$ cat src/rtl/uart_tx_arbiter.sv
// Arbitrates N_REQ byte sources into a one-byte staging register that feeds a UART transmitter.
// Define UART_TX_ARBITER_FIXED_PRIO_EN for lowest-index-wins priority; round-robin otherwise.
module uart_tx_arbiter #(
    parameter int N_REQ = 4,
    parameter int CNT_W = 16
) (
    input  logic                     clk,
    input  logic                     rst,
    input  logic [N_REQ-1:0]         req,
    input  logic [8*N_REQ-1:0]       data,
    output logic [N_REQ-1:0]         ack,
    output logic [7:0]               tx_word,
    output logic                     tx_en,
    input  logic                     tx_ready,
    output logic [$clog2(N_REQ)-1:0] grant_id,
    output logic                     busy,
    output logic [CNT_W-1:0]         frame_cnt
);
    localparam int ID_W = $clog2(N_REQ);

    logic              pending_q, pending_d;
    logic              frame_active_q, frame_active_d;
    logic [7:0]        tx_word_q, tx_word_d;
    logic [ID_W-1:0]   grant_id_q, grant_id_d;
    logic [N_REQ-1:0]  ack_q, ack_d;
    logic [CNT_W-1:0]  frame_cnt_q, frame_cnt_d;

    logic              win_found;
    logic [ID_W-1:0]   win_idx;
    logic [ID_W-1:0]   cand;
    logic [7:0]        win_byte;
`ifndef UART_TX_ARBITER_FIXED_PRIO_EN
    logic [ID_W-1:0]   rr_ptr_q, rr_ptr_d;
    logic [ID_W:0]     cand_sum;
`endif

    // Winner search: fixed priority scans from index 0, round-robin from the pointer with wrap.
    always_comb begin
        win_found = 1'b0;
        win_idx   = '0;
        cand      = '0;
`ifndef UART_TX_ARBITER_FIXED_PRIO_EN
        cand_sum  = '0;
`endif
        for (int k = 0; k < N_REQ; k++) begin
`ifdef UART_TX_ARBITER_FIXED_PRIO_EN
            cand = ID_W'(k);
`else
            cand_sum = {1'b0, rr_ptr_q} + (ID_W+1)'(k);
            if (cand_sum >= (ID_W+1)'(N_REQ)) begin
                cand_sum = cand_sum - (ID_W+1)'(N_REQ);
            end
            cand = cand_sum[ID_W-1:0];
`endif
            if (!win_found && req[cand]) begin
                win_found = 1'b1;
                win_idx   = cand;
            end
        end
        win_byte = 8'h00;
        for (int i = 0; i < N_REQ; i++) begin
            if (win_idx == ID_W'(i)) begin
                win_byte = data[8*i +: 8];
            end
        end
    end

    // Capture and arbitration are mutually exclusive because one needs pending set and the other clear.
    always_comb begin
        pending_d      = pending_q;
        frame_active_d = frame_active_q;
        tx_word_d      = tx_word_q;
        grant_id_d     = grant_id_q;
        ack_d          = '0;
        frame_cnt_d    = frame_cnt_q;
`ifndef UART_TX_ARBITER_FIXED_PRIO_EN
        rr_ptr_d       = rr_ptr_q;
`endif
        if (pending_q) begin
            if (tx_ready) begin
                pending_d      = 1'b0;
                frame_active_d = 1'b1;
                frame_cnt_d    = frame_cnt_q + CNT_W'(1);
            end
        end else begin
            if (tx_ready) begin
                frame_active_d = 1'b0;
            end
            if (win_found) begin
                pending_d  = 1'b1;
                tx_word_d  = win_byte;
                grant_id_d = win_idx;
                ack_d      = N_REQ'(1) << win_idx;
`ifndef UART_TX_ARBITER_FIXED_PRIO_EN
                rr_ptr_d   = (win_idx == ID_W'(N_REQ-1)) ? '0 : win_idx + ID_W'(1);
`endif
            end
        end
    end

    always_ff @(posedge clk) begin
        if (rst) begin
            pending_q      <= 1'b0;
            frame_active_q <= 1'b0;
            tx_word_q      <= '0;
            grant_id_q     <= '0;
            ack_q          <= '0;
            frame_cnt_q    <= '0;
`ifndef UART_TX_ARBITER_FIXED_PRIO_EN
            rr_ptr_q       <= '0;
`endif
        end else begin
            pending_q      <= pending_d;
            frame_active_q <= frame_active_d;
            tx_word_q      <= tx_word_d;
            grant_id_q     <= grant_id_d;
            ack_q          <= ack_d;
            frame_cnt_q    <= frame_cnt_d;
`ifndef UART_TX_ARBITER_FIXED_PRIO_EN
            rr_ptr_q       <= rr_ptr_d;
`endif
        end
    end

    // Enable drops as soon as the transmitter is ready with nothing staged, so no stale byte is sampled.
    assign tx_en     = pending_q | (frame_active_q & ~tx_ready);
    assign busy      = pending_q | frame_active_q;
    assign ack       = ack_q;
    assign tx_word   = tx_word_q;
    assign grant_id  = grant_id_q;
    assign frame_cnt = frame_cnt_q;

endmodule

$ cat config.mk
export PLATFORM = sky130hd
export DESIGN_NAME = uart_tx_arbiter
export DESIGN_NICKNAME = d
export VERILOG_FILES = /design/src/rtl/uart_tx_arbiter.sv
export SDC_FILE = /design/constraint.sdc
export NUM_CORES = 1
export LEC_CHECK = 0
export ABC_AREA = 1
export CAP_MARGIN = 15
export CORE_ASPECT_RATIO = 1.2
export CORE_MARGIN = 2
export CORE_UTILIZATION = 40
export DETAILED_ROUTE_END_ITERATION = 12
export PLACE_DENSITY = 0.74
export SYNTH_ARGS = -nofsm -noshare
export SYNTH_HDL_FRONTEND = slang
export SYNTH_SLANG_ARGS = --single-unit
$ cat constraint.sdc
create_clock -name clk -period 2.9 [get_ports clk]
set_clock_uncertainty 0.15 [all_clocks]
set_input_delay 0.58 -clock clk [delete_from_list [all_inputs] [get_ports clk]]
set_output_delay 0.58 -clock clk [all_outputs]
set_load 0.05 [all_outputs]
# After elaboration in Yosys (flattened, before gate mapping)
# Cells that the tools add are included.
dict set report classes {
  n_addsub 9
  mul 0
  div_mod_pow 0
  order_cmp 8
  eq_ne 3
  shifts 1
  muxes 31
  n_bitwise 6
  n_reduce_logical 10
}
# cell count
set ops {}
lappend ops {{$mux 8} 4}
lappend ops {{$mux 2} 9}
lappend ops {{$add 16x1->16 const B} 1}
lappend ops {{$mux 1} 14}
lappend ops {{$lt 2x3->1 const B} 4}
lappend ops {{$ge 3x3->1 const B} 3}
lappend ops {{$bmux 1 s2} 4}
lappend ops {{$sub 2x1->2 const B} 4}
lappend ops {{$add 2x2->3 const B} 2}
lappend ops {{$eq 2x2->1 const B} 2}
lappend ops {{$reduce_and 2->1} 2}
lappend ops {{$shl 1x2->4 const A} 1}
lappend ops {{$add 2x1->3 const B} 1}
lappend ops {{$ge 2x3->1 const B} 1}
lappend ops {{$logic_and 1x1->1} 3}
lappend ops {{$logic_not 1->1} 3}
lappend ops {{$not 1->1} 3}
lappend ops {{$reduce_or 3->1} 1}
lappend ops {{$add 2x1->2 const B} 1}
lappend ops {{$eq 2x1->1 const B} 1}
lappend ops {{$logic_not 2->1} 1}
lappend ops {{$or 1x1->1} 2}
lappend ops {{$and 1x1->1} 1}
dict set report word_totals {
  reg_bits 34
  latchBits 0
  ram_bits 0
  rom_bits 0
  in_bits 39
  out_inout_bits 32
  wordCells 75
  memories 0
}

# Depth between registers and ports, before layout
dict set report depth {
  word_depth 19
  mapped_depth 17
  mapped_depth_nobuf 16
}

# Least setup slack after synthesis
# Ideal clock, no wire load.
dict set report synth_path {
  path_type {input-to-reg}
  from {input port req[3]}
  to {register tx_word_q[6] (netlist: tx_word[6])}
  t_arrival_ns 2.394
  setup_slack_ns 0.289
  stages 15
  n_path_buf 1
  path_cell_list {inv_1 nand2_2 nand3_1 nand2_2 nor2_4 nand3_4 nand3_2 inv_1 ha_1 clkbuf_1 nor2_1 nand2_1 a22oi_1 mux2i_1 o21ai_2}
}
dict set report synth_between {
  elab_chain_len 17
  elab_cells_between_ends 31
}
# item line
set synth_rtl {}
lappend synth_rtl {{start, declared} 9} ;# input logic [N_REQ-1:0] req,
lappend synth_rtl {{$bmux 1 s2} 55} ;# if (!win_found && req[cand]) begin
lappend synth_rtl {{$mux 1 (not written as such)} 55}
lappend synth_rtl {{$mux 1} 55}
lappend synth_rtl {{$logic_not 1->1} 55}
lappend synth_rtl {{$logic_and 1x1->1} 55}
lappend synth_rtl {{$mux 1} 55}
lappend synth_rtl {{$logic_not 1->1} 55}
lappend synth_rtl {{$logic_and 1x1->1} 55}
lappend synth_rtl {{$mux 1} 55}
lappend synth_rtl {{$logic_not 1->1} 55}
lappend synth_rtl {{$logic_and 1x1->1} 55}
lappend synth_rtl {{$mux 2 (*)} 55}
lappend synth_rtl {{net win_idx[0]} 29} ;# logic [ID_W-1:0] win_idx;
lappend synth_rtl {{$logic_not 2->1} 62} ;# if (win_idx == ID_W'(i)) begin
lappend synth_rtl {{$mux 8 (3 in series)} 62}
lappend synth_rtl {{$mux 8 (*)} 62}
lappend synth_rtl {{end signal, assigned} 115} ;# tx_word_q <= tx_word_d;
lappend synth_rtl {{end, declared} 23} ;# logic [7:0] tx_word_q, tx_word_d;
# Mark *: on every way through the listed nets, which the timed path passes. The rest lies on a longest branch. The select of a mux whose other input is x is not followed.
# A chain may end at the register's enable or synchronous reset.

# Worst setup path in the final report
dict set report layout_path {
  from {input port req[0]}
  to {register tx_word_q[7] (netlist: tx_word[7])}
}
dict set report layout_between {
  elab_chain_len 17
  elab_cells_between_ends 31
}
# item line
set layout_rtl {}
lappend layout_rtl {{$bmux 1 s2} 55}
lappend layout_rtl {{$mux 1 (not written as such)} 55}
lappend layout_rtl {{$mux 1} 55}
lappend layout_rtl {{$logic_not 1->1} 55}
lappend layout_rtl {{$logic_and 1x1->1} 55}
lappend layout_rtl {{$mux 1} 55}
lappend layout_rtl {{$logic_not 1->1} 55}
lappend layout_rtl {{$logic_and 1x1->1} 55}
lappend layout_rtl {{$mux 1} 55}
lappend layout_rtl {{$logic_not 1->1} 55}
lappend layout_rtl {{$logic_and 1x1->1} 55}
lappend layout_rtl {{$mux 2} 55}
lappend layout_rtl {{$logic_not 2->1} 62}
lappend layout_rtl {{$mux 8 (4 in series)} 62}
# Several ways; a longest one is shown, not always the timed one. The select of a mux whose other input is x is not followed.

==> impl_metrics.ini <==
[yosys]
synthTopCellsByArea = dfxtp_1, nand2_1, inv_1
synth_ff_type = dfxtp_1
synth-warning-count = 0
synth-edff-count = 0
synth_nets = 335
synth_top_area_share = 0.327
ys_types = 35
postSynthAreaPerCell_um2 = 7.15
syn_inst = 291
synth-seq-area-share = 0.327
netlist_area_um2 = 2080
synthArstFlopShare = 0
synth_area_leader_cell = dfxtp_1
ys_ff_latch = 34

[clocking]
cts.path.max_buffers = 2
cts_buffers = 5
clkSinkCount = 34
cts_tree = done
clock_latency_ns = 0.28
hold_buffers = 0
htreeDepth = 2
post_cts_resized = 0
cts_root_buffer = clkbuf_8
cts.reportedPaths.clkPinSlew_ns = 0.06
post_cts.repair.setup_buffers = 0

[routing]
firstDrtPassIters = 4
via_per_inst = 4.83
drtIter0Drc = 131
drcViolationCount = 0
vias = 2076
routed_wl_um = 4850
antenna_left = 0
avgRoutedWirePerCell_um = 11.3

[global_route]
grt.total_usage = 0.172
grt_pass1_vias = 1944
grt_max_degree = 17
grt_util_met1 = 0.198
grt_first_pass_wirelength_um = 8300
overflow = 0
met3_usage = 0.0498
use_met2 = 0.306
antenna_found_initial = 0
grt_most_used_layer = met2

[setup_path]
start_kind = input pin
required_ns = 2.96
endpoint_kind = register
critPathMaxFanout = 8
crit_type = in2reg
cp.arrival_ns = 2.73
reg2reg_slack_ns = 0.39

[power_and_ir_drop]
powerDensity_nw_per_um2 = 830
ir_drop_v = 0.000641
p_leak_nw = 1.26

[place]
gp_congestion = 0.765
place_area_um2 = 2890
port_buffers = 70
hpwl_um = 3820
pre_cts_ws_ns = -0.0794

[sta]
hold_violations = 0
fin_setup_tns_ns = 0
slew_violations = 0
period_share = 0.919
setup_violations = 0
fin_ws_ns = 0.234
layout_min_cycle_time_ns = 2.67
worst_pin_slew_ns = 0.519
relSlewSlack = 0.653
clock.fmax_ghz = 0.375
rsz0062_at_grt = no

[die]
die_area_um2 = 5800
die_w_um = 69.8
num_rows = 28
io_pins = 71
start_util = 0.418
fp.dieH_um = 83.0
core_region_area_um2 = 4970

[run_status]
status = finished clean

[final_layout]
final_cell_mix = nand2_1, clkdlybuf4s50_1, inv_1
nets = 413
final_common_cell = nand2_1
area_delta_synth_final_pct = 43.8
fin_util = 0.601
antenna_cells = 0
final_area_um2 = 2990
drive_gt1_frac = 0.168

[flow_run]
maxCapViolCount = 0

[hold_path]
worstHoldPathType = reg2reg
worst max-delay path: stages:
cell and delay [ns]:
clkdlybuf4s50_1 0.47, inv_1 0.06, nand2_1 0.11, nand3_1 0.08
nand2_1 0.09, inv_1 0.08, nand3_1 0.13, inv_1 0.07
nor2_2 0.14, ha_1 0.17, inv_1 0.04, nor2_1 0.08
buf_4 0.16, nand2_1 0.06, a22oi_1 0.16, mux2i_1 0.12
o21ai_2 0.13
metal layers:
layer  share of wire  vias to the layer above
li1                -                     1094
met1            0.43                      913
met2            0.50                       62
met3           0.061                        7
met4           0.012                        0
met5               0                        -
flip-flops by register name, summed over array words and instances, names as in the netlist:
| register | flops |
|---|---|
| tx_word | 8 |
| frame_cnt | 16 |
| pending_q | 1 |
| frame_active_q | 1 |
| grant_id | 2 |
| ack | 4 |
| rr_ptr_q | 2 |
cell usage after synthesis, drive strengths merged (4+ instances only):
cell type / count
nand2: 79
inv: 39
dfxtp: 34
nor2: 30
nand3: 27
a21oi: 18
o21ai: 15
a22oi: 8
mux2i: 8
buf: 6
nand4: 6
ha: 5
clkbuf: 4
layout make-up:
type,instances,area [um2]
well taps,60,75.1
flip-flops and latches,34,681
multi-input cells,208,1190
clock inverters,1,5.00
repair buffers,81,806
fillers,451,1980
inverters,39,146
clock buffers,7,86.3
cells by family (layout without fill, tap and decap cells):
logic type	after synthesis	after routing	synth area share
AND/OR/NAND/NOR	147	147	0.343
flip-flops	34	34	0.327
multiplexers	8	8	0.0385
XOR/XNOR	3	3	0.0126
buffers and inverters	49	128	0.105
AO/OA/AOI/OAI	45	45	0.144
adder cells (fa/ha/maj)	5	5	0.0301
where the power goes:
| part | switching, mW | internal (mW) |
|---|---|---|
| Combinational | 0.904 | 0.624 |
| Sequential | 0.0512 | 0.545 |
| Clock | 0.169 | 0.191 |
path summary, 6_finish.rpt:
kind                            start                 endpoint  depth (start not counted)
min reg2reg   tx_word[5]$_SDFFE_PP0P_  tx_word[5]$_SDFFE_PP0P_                          2
min           tx_word[5]$_SDFFE_PP0P_  tx_word[5]$_SDFFE_PP0P_                          2
max reg2reg  rr_ptr_q[0]$_SDFFE_PP0P_  tx_word[7]$_SDFFE_PP0P_                         16
max                            req[0]  tx_word[7]$_SDFFE_PP0P_                         17
through the flow:
stage	total power, mW	std cells	hold slack (ns)
final	2.48	430	0.326
after global routing	2.67	430	0.344
after CTS	2.50	430	0.330
after detailed placement	2.13	422	0.321
after global placement	2.10	422	0.317
after floorplan	1.68	291	0.353
(Power assumes the default switching activity.)
